File: config.mk
export PLATFORM = sky130hd
export DESIGN_NAME = usb_buffer_ctrl_flat
export DESIGN_NICKNAME = d
export VERILOG_FILES = /design/src/rtl/usb_buffer_ctrl_if.sv /design/src/rtl/usb_buffer_ctrl.sv /design/src/flat_wrapper.sv
export SDC_FILE = /design/constraint.sdc
export NUM_CORES = 1
export LEC_CHECK = 0
export CELL_PAD_IN_SITES_DETAIL_PLACEMENT = 1
export CELL_PAD_IN_SITES_GLOBAL_PLACEMENT = 2
export CORE_AREA = 2 2 77 79
export CTS_CLUSTER_SIZE = 16
export DETAILED_ROUTE_END_ITERATION = 6
export DIE_AREA = 0 0 79 81
export PLACE_DENSITY_LB_ADDON = 0.25
export SKIP_LAST_GASP = 1
export SYNTH_ARGS = -nofsm -noshare
export SYNTH_HDL_FRONTEND = slang
export SYNTH_SLANG_ARGS = --single-unit
File: constraint.sdc
create_clock -name clk -period 2 [get_ports clk]
set_input_delay 0.3 -clock clk [delete_from_list [all_inputs] [get_ports clk]]
set_output_delay 0.3 -clock clk [all_outputs]
set_load 0.01 [all_outputs]
File: src/rtl/usb_buffer_ctrl_if.sv
// Bus bundle between the USB buffer controller, the host, the packet engines
// and the data buffer. The controller uses the slave modport; whatever drives
// the requests uses the master modport.
interface usb_buffer_ctrl_if;
  logic       host_store_req;
  logic       host_get_req;
  logic       tx_start;
  logic [6:0] tx_size;
  logic       tx_get_req;
  logic       rx_store_req;
  logic       rx_done;
  logic       rx_error;
  logic       host_flush;
  logic [6:0] buffer_occupancy;

  logic       store_tx_data;
  logic       store_rx_packet_data;
  logic       get_tx_packet_data;
  logic       get_rx_data;
  logic       flush;
  logic       clear;
  logic       host_busy;
  logic       tx_packet_done;
  logic       rx_data_ready;
  logic       err_overflow;
  logic       err_size;
  logic       err_timeout;
  logic [2:0] state;

  modport slave (
    input  host_store_req, host_get_req, tx_start, tx_size, tx_get_req,
           rx_store_req, rx_done, rx_error, host_flush, buffer_occupancy,
    output store_tx_data, store_rx_packet_data, get_tx_packet_data, get_rx_data,
           flush, clear, host_busy, tx_packet_done, rx_data_ready,
           err_overflow, err_size, err_timeout, state
  );

  modport master (
    output host_store_req, host_get_req, tx_start, tx_size, tx_get_req,
           rx_store_req, rx_done, rx_error, host_flush, buffer_occupancy,
    input  store_tx_data, store_rx_packet_data, get_tx_packet_data, get_rx_data,
           flush, clear, host_busy, tx_packet_done, rx_data_ready,
           err_overflow, err_size, err_timeout, state
  );
endinterface

File: src/rtl/usb_buffer_ctrl.sv
// USB endpoint data-buffer controller: sequences host/packet-engine traffic
// into a shared 64-byte buffer.
// Optional feature: define USB_BUFFER_CTRL_TIMEOUT_EN to abort TX_SEND /
// RX_DRAIN after 255 consecutive cycles without a get strobe.
//
// state    | meaning
// IDLE     | buffer free, waiting for first TX or RX byte
// TX_FILL  | host is loading TX bytes, waiting for tx_start
// TX_SEND  | packet engine is pulling the committed TX bytes
// RX_RECV  | RX engine is storing a packet
// RX_DRAIN | received packet ready, host is reading it out
module usb_buffer_ctrl (
  input  logic             clk,
  input  logic             n_rst,
  usb_buffer_ctrl_if.slave bus
);

  typedef enum logic [2:0] {
    IDLE     = 3'd0,
    TX_FILL  = 3'd1,
    TX_SEND  = 3'd2,
    RX_RECV  = 3'd3,
    RX_DRAIN = 3'd4
  } state_t;

  localparam logic [6:0] BUF_FULL = 7'd64;

  state_t     state_q, state_nxt;
  logic [6:0] remaining_q, remaining_nxt;
  logic       store_tx, store_rx, get_tx, get_rx, flush_s, clear_s;
  logic       done_set, ovf_set, size_set, tmo_set;
  logic       done_q, ovf_q, size_q, tmo_q;
  logic       tmo_hit;

`ifdef USB_BUFFER_CTRL_TIMEOUT_EN
  // Reload value makes the counter hit zero on the 255th idle cycle.
  localparam logic [7:0] TMO_LOAD = 8'd254;
  logic [7:0] tmo_cnt_q;
  logic       in_wait;

  assign in_wait = (state_q == TX_SEND) || (state_q == RX_DRAIN);
  assign tmo_hit = in_wait && (tmo_cnt_q == 8'd0);

  // Idle down-counter, reloaded on state change or any get strobe.
  always_ff @(posedge clk or negedge n_rst) begin
    if (!n_rst)
      tmo_cnt_q <= TMO_LOAD;
    else if (!in_wait || (state_nxt != state_q) || get_tx || get_rx)
      tmo_cnt_q <= TMO_LOAD;
    else
      tmo_cnt_q <= tmo_cnt_q - 8'd1;
  end
`else
  assign tmo_hit = 1'b0;
`endif

  // State, remaining count and registered event pulses.
  always_ff @(posedge clk or negedge n_rst) begin
    if (!n_rst) begin
      state_q     <= IDLE;
      remaining_q <= 7'd0;
      done_q      <= 1'b0;
      ovf_q       <= 1'b0;
      size_q      <= 1'b0;
      tmo_q       <= 1'b0;
    end else begin
      state_q     <= state_nxt;
      remaining_q <= remaining_nxt;
      done_q      <= done_set;
      ovf_q       <= ovf_set;
      size_q      <= size_set;
      tmo_q       <= tmo_set;
    end
  end

  // Next state, buffer strobes and pulse requests; flush beats everything.
  always_comb begin
    state_nxt     = state_q;
    remaining_nxt = remaining_q;
    store_tx      = 1'b0;
    store_rx      = 1'b0;
    get_tx        = 1'b0;
    get_rx        = 1'b0;
    flush_s       = 1'b0;
    clear_s       = 1'b0;
    done_set      = 1'b0;
    ovf_set       = 1'b0;
    size_set      = 1'b0;
    tmo_set       = 1'b0;
    if (bus.host_flush) begin
      flush_s       = 1'b1;
      remaining_nxt = 7'd0;
      state_nxt     = IDLE;
    end else begin
      case (state_q)
        IDLE: begin
          if (bus.rx_store_req) begin
            store_rx  = 1'b1;
            state_nxt = RX_RECV;
          end else if (bus.host_store_req) begin
            store_tx  = 1'b1;
            state_nxt = TX_FILL;
          end
        end
        TX_FILL: begin
          if (bus.host_store_req) begin
            if (bus.buffer_occupancy < BUF_FULL) store_tx = 1'b1;
            else                                 ovf_set  = 1'b1;
          end
          if (bus.tx_start) begin
            if ((bus.tx_size != 7'd0) && (bus.tx_size <= bus.buffer_occupancy)) begin
              remaining_nxt = bus.tx_size;
              state_nxt     = TX_SEND;
            end else begin
              size_set = 1'b1;
            end
          end
        end
        TX_SEND: begin
          if (bus.tx_get_req && (remaining_q != 7'd0)) begin
            get_tx        = 1'b1;
            remaining_nxt = remaining_q - 7'd1;
            if (remaining_q == 7'd1) begin
              done_set  = 1'b1;
              state_nxt = IDLE;
            end
          end else if (tmo_hit) begin
            flush_s       = 1'b1;
            tmo_set       = 1'b1;
            remaining_nxt = 7'd0;
            state_nxt     = IDLE;
          end
        end
        RX_RECV: begin
          if (bus.rx_error) begin
            clear_s   = 1'b1;
            state_nxt = IDLE;
          end else begin
            if (bus.rx_store_req) begin
              if (bus.buffer_occupancy < BUF_FULL) store_rx = 1'b1;
              else                                 ovf_set  = 1'b1;
            end
            if (bus.rx_done)
              state_nxt = ((bus.buffer_occupancy == 7'd0) && !store_rx) ? IDLE : RX_DRAIN;
          end
        end
        RX_DRAIN: begin
          if (bus.host_get_req && (bus.buffer_occupancy != 7'd0)) begin
            get_rx = 1'b1;
            if (bus.buffer_occupancy == 7'd1) state_nxt = IDLE;
          end else if (tmo_hit) begin
            flush_s   = 1'b1;
            tmo_set   = 1'b1;
            state_nxt = IDLE;
          end
        end
        default: state_nxt = IDLE;
      endcase
    end
  end

  // Strobes are combinational, so hold them low while reset is asserted.
  assign bus.store_tx_data        = n_rst & store_tx;
  assign bus.store_rx_packet_data = n_rst & store_rx;
  assign bus.get_tx_packet_data   = n_rst & get_tx;
  assign bus.get_rx_data          = n_rst & get_rx;
  assign bus.flush                = n_rst & flush_s;
  assign bus.clear                = n_rst & clear_s;
  assign bus.host_busy            = (state_q == TX_SEND) || (state_q == RX_RECV) ||
                                    (state_q == RX_DRAIN);
  assign bus.rx_data_ready        = (state_q == RX_DRAIN);
  assign bus.tx_packet_done       = done_q;
  assign bus.err_overflow         = ovf_q;
  assign bus.err_size             = size_q;
  assign bus.state                = state_q;
`ifdef USB_BUFFER_CTRL_TIMEOUT_EN
  assign bus.err_timeout          = tmo_q;
`else
  assign bus.err_timeout          = 1'b0;
`endif

endmodule

File: src/flat_wrapper.sv
// flat-port wrapper written by rule: the top's interface ports become plain ports
module usb_buffer_ctrl_flat 
  (clk, n_rst, bus_host_store_req, bus_host_get_req, bus_tx_start, bus_tx_size, bus_tx_get_req, bus_rx_store_req, bus_rx_done, bus_rx_error, bus_host_flush, bus_buffer_occupancy, bus_store_tx_data, bus_store_rx_packet_data, bus_get_tx_packet_data, bus_get_rx_data, bus_flush, bus_clear, bus_host_busy, bus_tx_packet_done, bus_rx_data_ready, bus_err_overflow, bus_err_size, bus_err_timeout, bus_state);
  usb_buffer_ctrl_if bus_i ();
  input  logic clk;
  input  logic n_rst;
  input wire logic [$bits(bus_i.host_store_req)-1:0] bus_host_store_req;
  input wire logic [$bits(bus_i.host_get_req)-1:0] bus_host_get_req;
  input wire logic [$bits(bus_i.tx_start)-1:0] bus_tx_start;
  input wire logic [$bits(bus_i.tx_size)-1:0] bus_tx_size;
  input wire logic [$bits(bus_i.tx_get_req)-1:0] bus_tx_get_req;
  input wire logic [$bits(bus_i.rx_store_req)-1:0] bus_rx_store_req;
  input wire logic [$bits(bus_i.rx_done)-1:0] bus_rx_done;
  input wire logic [$bits(bus_i.rx_error)-1:0] bus_rx_error;
  input wire logic [$bits(bus_i.host_flush)-1:0] bus_host_flush;
  input wire logic [$bits(bus_i.buffer_occupancy)-1:0] bus_buffer_occupancy;
  output wire logic [$bits(bus_i.store_tx_data)-1:0] bus_store_tx_data;
  output wire logic [$bits(bus_i.store_rx_packet_data)-1:0] bus_store_rx_packet_data;
  output wire logic [$bits(bus_i.get_tx_packet_data)-1:0] bus_get_tx_packet_data;
  output wire logic [$bits(bus_i.get_rx_data)-1:0] bus_get_rx_data;
  output wire logic [$bits(bus_i.flush)-1:0] bus_flush;
  output wire logic [$bits(bus_i.clear)-1:0] bus_clear;
  output wire logic [$bits(bus_i.host_busy)-1:0] bus_host_busy;
  output wire logic [$bits(bus_i.tx_packet_done)-1:0] bus_tx_packet_done;
  output wire logic [$bits(bus_i.rx_data_ready)-1:0] bus_rx_data_ready;
  output wire logic [$bits(bus_i.err_overflow)-1:0] bus_err_overflow;
  output wire logic [$bits(bus_i.err_size)-1:0] bus_err_size;
  output wire logic [$bits(bus_i.err_timeout)-1:0] bus_err_timeout;
  output wire logic [$bits(bus_i.state)-1:0] bus_state;
  assign bus_i.host_store_req = bus_host_store_req;
  assign bus_i.host_get_req = bus_host_get_req;
  assign bus_i.tx_start = bus_tx_start;
  assign bus_i.tx_size = bus_tx_size;
  assign bus_i.tx_get_req = bus_tx_get_req;
  assign bus_i.rx_store_req = bus_rx_store_req;
  assign bus_i.rx_done = bus_rx_done;
  assign bus_i.rx_error = bus_rx_error;
  assign bus_i.host_flush = bus_host_flush;
  assign bus_i.buffer_occupancy = bus_buffer_occupancy;
  assign bus_store_tx_data = bus_i.store_tx_data;
  assign bus_store_rx_packet_data = bus_i.store_rx_packet_data;
  assign bus_get_tx_packet_data = bus_i.get_tx_packet_data;
  assign bus_get_rx_data = bus_i.get_rx_data;
  assign bus_flush = bus_i.flush;
  assign bus_clear = bus_i.clear;
  assign bus_host_busy = bus_i.host_busy;
  assign bus_tx_packet_done = bus_i.tx_packet_done;
  assign bus_rx_data_ready = bus_i.rx_data_ready;
  assign bus_err_overflow = bus_i.err_overflow;
  assign bus_err_size = bus_i.err_size;
  assign bus_err_timeout = bus_i.err_timeout;
  assign bus_state = bus_i.state;
  usb_buffer_ctrl u_core (.clk(clk), .n_rst(n_rst), .bus(bus_i));
endmodule
### Word-level counts from Yosys, hierarchy flattened

Cells that the tools add are included.

| storage, ports and cells | value |
|---|---|
| flip-flop bits (word level) | 13 |
| bits of input ports | 24 |
| word-level logic and storage cells | 99 |

| operators by class | value |
|---|---|
| add/subtract/negate cells | 1 |
| $lt $le $gt $ge | 2 |
| eq/ne operators | 14 |
| multiplexer cells | 56 |
| bitwise gates (word level) | 6 |
| reduce and logical (&&, ||, !) cells | 15 |

Operator list:

| operator | count |
|---|---|
| 3-bit two-way mux | 12 |
| 1-bit two-way mux | 35 |
| 7-bit two-way mux | 4 |
| 7-bit nonzero test | 3 |
| 3-bit by 2-bit inequality test with 1-bit output, second input constant | 5 |
| 3-bit case mux with 5 select lines | 1 |
| 7-bit by 1-bit equality test with 1-bit output, second input constant | 2 |
| 7-bit case mux with 2 select lines | 1 |
| 4-bit inequality test, second input constant | 2 |
| 8-bit AND reduction | 1 |
| 7-bit less-or-equal comparator | 1 |
| 7-bit zero test | 1 |
| 7-bit less-than comparator, second input constant | 1 |
| 7-bit by 1-bit subtractor with 7-bit output, second input constant | 1 |
| 1-bit AND | 6 |
| 3-bit by 2-bit equality test with 1-bit output, second input constant | 2 |
| 1-bit case mux with 2 select lines | 3 |
| 1-bit logical AND | 4 |
| 4-bit AND reduction | 1 |
| 3-bit by 1-bit equality test with 1-bit output, second input constant | 1 |
| 3-bit equality test, second input constant | 1 |
| 3-bit zero test | 1 |
| 3-bit inequality test, second input constant | 1 |
| 3-bit nonzero test | 1 |
| 2 further kinds | 3 |

### Logic depth before layout (Yosys ltp)

Gate-level depths: netlist of the first run.

| logic depth | value |
|---|---|
| depth in word-level cells | 13 |
| depth in mapped cells | 7 |
| mapped depth without buffers | 7 |

### Least setup slack after synthesis of the first run

No wires, ideal clock.

| timing | value |
|---|---|
| path type | input to register |
| start | in bus_buffer_occupancy[6] |
| end | reg u_core.remaining_q[1] |
| setup time | 0.125 ns |
| arrival time | 1.777 ns |
| path slack | 0.098 ns |
| stages on the path | 7 |
| path buffers | 0 |
| cell sequence | inv_1 -> ha_1 -> nand4_1 -> or2_2 -> o211a_1 -> a211oi_1 -> mux2_4 |

| between the ends | value |
|---|---|
| longest elaborated chain between the ends | 4 |

Ends and longest elaborated chain:

| element | RTL line | text |
|---|---|---|
| from (decl) | flat_wrapper.sv:16 | `input wire logic [$bits(bus_i.buffer_occupancy)-1:0] bus_buffer_occupancy;` |
| 7-bit less-or-equal comparator | usb_buffer_ctrl.sv:111 | `if ((bus.tx_size != 7'd0) && (bus.tx_size <= bus.buffer_occupancy)) begin` |
| 1-bit logical AND | usb_buffer_ctrl.sv:111 |  |
| 3-bit by 2-bit inequality test with 1-bit output (no line) | -- |  |
| 4-bit AND reduction (no line) | -- |  |
| to (signal assigned) | usb_buffer_ctrl.sv:68 | `remaining_q <= remaining_nxt;` |
| to (decl) | usb_buffer_ctrl.sv:29 | `logic [6:0] remaining_q, remaining_nxt;` |

Every way passes these cells.
A chain may end at the register's enable or synchronous reset.

### Worst setup path in the final report of the first run

| timing | value |
|---|---|
| start | reg u_core.remaining_q[2] |
| end | out bus_get_tx_packet_data |

| between the ends | value |
|---|---|
| longest elaborated chain between the ends | 6 |

Ends and longest elaborated chain:

| element | RTL line | text |
|---|---|---|
| 7-bit nonzero test | usb_buffer_ctrl.sv:120 | `if (bus.tx_get_req && (remaining_q != 7'd0)) begin` |
| 1-bit logical AND | usb_buffer_ctrl.sv:120 |  |
| 1-bit two-way mux | usb_buffer_ctrl.sv:120 |  |
| 1-bit two-way mux | usb_buffer_ctrl.sv:95 | `case (state_q)` |
| 1-bit two-way mux | usb_buffer_ctrl.sv:90 | `if (bus.host_flush) begin` |
| 1-bit AND | usb_buffer_ctrl.sv:165 | `assign bus.get_tx_packet_data = n_rst & get_tx;` |
| to (decl) | flat_wrapper.sv:19 | `output wire logic [$bits(bus_i.get_tx_packet_data)-1:0] bus_get_tx_packet_data;` |

Every way passes these cells.

==> metrics.cfg, run 1 <==
[cts]
holdBufCountCts=0
cts.clk_slew.worst_paths_ns=0.07
clock_path_buffers=2
insertion_delay_ns=0.25
cts_tree=done
numCtsBuffers=3
clock-sinks=13
htree_levels=1
cts-root-buf=clkbuf_8

[die]
ios=39
die_x_um=79
fp.dieH_um=81
die_area_mm2=0.00640
start_util_pct=22.8
placementRows=28
core_mm2=0.00568

[power_and_ir_drop]
leakagePower_nw=1.08
powerDensity_mw_per_mm2=889
peakVddDrop_mv=0.361
power_mw=2.16

[timing]
finalHoldViolations=0
setup_viol=3
fin_crit_sh_pct=102
clock_skew_ns=0.0103
holdWs_ns=0.372
slew_viol_final=0
fin_crit_ns=2.03
fin_ws_ns=-0.0339
fmax_mhz=492
rsz0062_at_grt=true

[layout]
fillers=680
final_common_cell=buf_4
seq_area_um2=327
num_antenna_cells=0
multi_input_area_mm2=0.00114
syn_to_final_growth_pct=88.0
layout-drive-gt1-share_pct=39.9
finalNonFillerCells=328
final_cell_mix=buf_4, clkdlybuf4s50_1, inv_1, nor2_1, dlygate4sd2_1
nNetsFinal=288

[detailed_routing]
vias_per_cell=4.92
wl_um=5360
drt_iter0_drc=93
vias=1613
detail-route-antenna-nets=0
wl_per_cell_um=16.3
drc_errors=0
firstDrtPassIters=4

[setup_path]
crit_path_max_fanout=3
reg2reg_from=u_core.remaining_q[2]$_DFFE_PN0P_
reg2reg_slack_ns=-0.02
worstPathArrival_ns=1.73
reg2reg_to=u_core.remaining_q[6]$_DFFE_PN0P_
cp-end-kind=output port
cp-start-kind=flop
critPathKind=reg2out
reg2regPathDepth=7
worstPathRequired_ns=1.70

[placed_design]
io_buffer_count=37
gp_congestion=0.849
dp_slack_ns=-0.597
post-place-cells=319
hpwl_um=4160

[run_status]
status=finished, violations left
violations=negative setup slack

[yosys]
ys.flop_type=dfrtp_1
syn-num-nets=198
ys_warn_count=0
ys_seq_area_share_pct=25.2
yosysTopAreaCell=dfrtp_1
yosysTopAreaCellShare_pct=25.2
synthCells=164
synth_edf_count=0
async_flop_share_pct=100
synth-seq-cells=13
synth_cell_types=46
synth_area_mm2=0.00129
ys_top_cells_by_area=dfrtp_1, ha_1, inv_1
syn_avg_cell_area_um2=7.88

[global_routing]
grt_pass1_wl_um=8690
antenna_found_initial=0
track_usage_pct=17.4
grt_pass1_vias=1769
overflow=0
grt_max_degree=14

[worst_hold_path]
holdCritPathClass=in2async

[flow_run]
maxCapViolCount=0

[routing by layer]
layer  vias up  GRT usage [%]  routed length (um)
met5         -              0                   0
met4         0           2.93                  53
met3         6           2.56                 164
met2        32           32.5                2800
met1       786           21.6                2340
li1        789              -                   -
[critical path, stage by stage, from the launching register on]
cell and delay, ns:
dfrtp_1 0.37, or4_4 0.57, o31a_1 0.27, and3_1 0.15, buf_2 0.13
[registers in the layout, indices dropped and copies added, names as in the netlist]
| signal | count |
|---|---|
| u_core.bus.err_size | 1 |
| u_core.bus.err_overflow | 1 |
| u_core.bus.tx_packet_done | 1 |
| u_core.bus.state | 3 |
| u_core.remaining_q | 7 |
[metrics by stage]
step	utilization (%)	TNS [ns]	area, um2
finish	42.8	-0.0723	2430
global route	42.8	-0.818	2430
CTS	41.6	-0.586	2360
detailed placement	37.1	-6.76	2110
global placement	37.1	-5.94	2110
floorplan	-	0	1290
[cell families after synthesis]
group	share of synthesized area, %
simple gates	28.7
fa+ha+maj	9.68
compound gates	28.4
other cells	0.290
flops	25.2
buf+inv	6.68
mux	1.16
[layout make-up]
class                           instances  share of cell area, %
Clock buffer                            4                   1.85
Tap cell                               75                   3.86
Timing Repair Buffer                   90                   31.4
Multi-Input combinational cell        129                   46.8
Inverter                               17                   2.63
Sequential cell                        13                   13.4
[worst max path at each step]
stage / startpoint / to / slack [ns] / cells after the start
floorplan: bus_buffer_occupancy[6] / u_core.remaining_q[1]$_DFFE_PN0P_ / 0.1 / 7
global placement: bus_buffer_occupancy[5] / u_core.remaining_q[0]$_DFFE_PN0P_ / -0.50 / 9
detailed placement: bus_buffer_occupancy[6] / u_core.remaining_q[0]$_DFFE_PN0P_ / -0.60 / 9
CTS: u_core.remaining_q[2]$_DFFE_PN0P_ / u_core.remaining_q[6]$_DFFE_PN0P_ / -0.10 / 7
global route: u_core.remaining_q[2]$_DFFE_PN0P_ / u_core.remaining_q[2]$_DFFE_PN0P_ / -0.11 / 6
finish: u_core.remaining_q[2]$_DFFE_PN0P_ / bus_get_tx_packet_data / -0.03 / 4
[synth_stat cells, types with 3 or more instances]
library cell   n
nand3_1        6
inv_1         17
dfrtp_1       13
o21ai_0       10
ha_1          10
o221ai_1       5
clkbuf_1       4
nor3_1         5
a21oi_1       11
o31ai_1        4
nor2_1        17
or2_2          3
o41ai_1        3
nand2_1       10
nor4_1         3
[power breakdown]
group / switching, mW / internal [mW]
clock: 0.108 / 0.141
sequential: 0.0660 / 0.332
combinational: 0.779 / 0.736
total: 0.952 / 1.21
[timing repair]
item,CTS,global route
pin swaps,15,10
setup buffers,5,1
gates resized for setup,54,11
endpoints found under the setup margin,18,12
Power figures use the tool's default switching activity.
==> run 2: changes to the inputs <==
- CORE_AREA: 2 2 77 79 -> 2 2 74 76
- DIE_AREA: 0 0 79 81 -> 0 0 76 78
- clock period: 2 -> 2.1 ns (I/O delays scaled with it)
==> run 2 against run 1 <==
Net effect:
- design area decreased by 1.5%
- largest cell class unchanged
- clock skew about the same
- cell count decreased by 2.7%
- the run now ends clean
- sequential power decreased by 4%
- setup slack improved by 0.050 ns
- clock-buffer cell count unchanged
- non-clock buffer count decreased by 4
==> metrics.cfg, run 2 (synthesis results as in run 1) <==
[detailed_routing]
drt_iter0_drc=55
vias=1598
vias_per_cell=5.01
firstDrtPassIters=4
detail-route-antenna-nets=0
wl_um=5350
wl_per_cell_um=16.8
drc_errors=0

[timing]
rsz0062_at_grt=true
setup-tns-final_ns=0
fin_crit_sh_pct=99.2
slew_viol_final=0
setup_viol=0
clock_skew_ns=0.0102
fin_crit_ns=2.08
fmax_mhz=480
holdWs_ns=0.382
finalHoldViolations=0

[cts]
cts.clk_slew.worst_paths_ns=0.07
holdBufCountCts=0
clock-sinks=13
numCtsBuffers=3
insertion_delay_ns=0.26
cts-root-buf=clkbuf_8
htree_levels=1
cts_tree=done
clock_path_buffers=2

[layout]
regMostFlops=u_core.remaining_q
final_common_cell=buf_4
syn_to_final_growth_pct=85.2
final_cell_mix=buf_4, clkdlybuf4s50_1, inv_1
final_core_util_pct=47.5
layout-drive-gt1-share_pct=36.9
num_antenna_cells=0
largest_register_ffs=7
nNetsFinal=284

[die]
start_util_pct=25.6
ios=39
placementRows=26
die_x_um=76
fp.dieH_um=78
core_mm2=0.00504
die_area_mm2=0.00593

[setup_path]
reg2reg_slack_ns=0.04
crit_path_max_fanout=4
worstPathArrival_ns=1.77
worstPathRequired_ns=1.78
critPathKind=reg2out
cp-end-kind=output port
cp-start-kind=flop

[power_and_ir_drop]
peakVddDrop_mv=0.382
powerDensity_mw_per_mm2=815
power_mw=1.95
leakagePower_nw=1.12

[worst_hold_path]
holdCritPathClass=in2async

[global_routing]
track_usage_pct=17.8
grt_pass1_vias=1727
overflow=0
grt_max_degree=13
grt_pass1_wl_um=8490
antenna_found_initial=0

[placed_design]
hpwl_um=4100
gp_congestion=0.859
io_buffer_count=37

[run_status]
status=finished clean

[flow_run]
maxCapViolCount=0

## run 2: cell count changes in the layout (fill, tap and decap cells not counted), moves of 2 or more
| cell | delta |
|---|---|
| o221ai_2 | -2 |
| ha_1 | +2 |
| clkdlybuf4s50_1 | +4 |
| dlymetal6s2s_1 | +7 |
| o221ai_1 | +2 |
| buf_4 | -5 |
| ha_4 | -2 |
| dlygate4sd2_1 | -12 |
| o21ai_2 | +2 |
## run 2: final timing paths
| kind | start | end | cells after the start |
|---|---|---|---|
| worst max-delay path | u_core.remaining_q[4]$_DFFE_PN0P_ | bus_get_tx_packet_data | 4 |
| worst min-delay path | n_rst | u_core.bus.err_size$_DFF_PN0_ | 2 |
| worst max register to register | u_core.remaining_q[4]$_DFFE_PN0P_ | u_core.bus.state[0]$_DFFE_PN0P_ | 6 |
| worst min register to register | u_core.remaining_q[0]$_DFFE_PN0P_ | u_core.remaining_q[0]$_DFFE_PN0P_ | 2 |
| max in group asynchronous | n_rst | u_core.remaining_q[5]$_DFFE_PN0P_ | 3 |
| min in group clk | bus_tx_size[3] | u_core.bus.err_size$_DFF_PN0_ | 5 |
## run 2: layout make-up
class | instances | area (um2)
fillers | 598 | 2650
clock buffers | 4 | 45.0
multi-input cells | 129 | 1100
repair buffers | 86 | 769
inverters | 17 | 63.8
flip-flops and latches | 13 | 327
well taps | 70 | 87.6
## run 2: worst max-delay path: stages, from the launching register on
cell,delay [ns]
dfrtp_1,0.39
or4_4,0.58
o31a_1,0.27
and3_1,0.15
buf_2,0.13
## run 2: where the power goes
group / internal (mW) / switching [mW]
sequential: 0.316 / 0.0662
combinational: 0.628 / 0.690
clock: 0.135 / 0.116
## run 2: metal layers
| metal | up-vias | global-route usage (%) | wire, um |
|---|---|---|---|
| met1 | 776 | 21.6 | 2230 |
| met5 | - | 0 | 0 |
| li1 | 782 | - | - |
| met4 | 0 | 5.45 | 68 |
| met2 | 33 | 32.9 | 2910 |
| met3 | 7 | 1.86 | 139 |
## run 2: per-stage QoR
| stage | cell area [um2] | cells | setup slack, ns |
|---|---|---|---|
| global placement | 2090 | 312 | -0.502 |
| floorplan | 1290 | 164 | 0.183 |
| CTS | 2270 | 317 | -0.0608 |
| global route | 2390 | 319 | -0.0648 |
| detailed placement | 2090 | 312 | -0.580 |
| finish | 2390 | 319 | 0.0161 |
## run 2: what timing repair did
item                       4_1_cts  5_1_grt
setup endpoints to repair       16       13
gates resized for setup         36       25
pin swaps                       13       13
setup buffers                    2        2
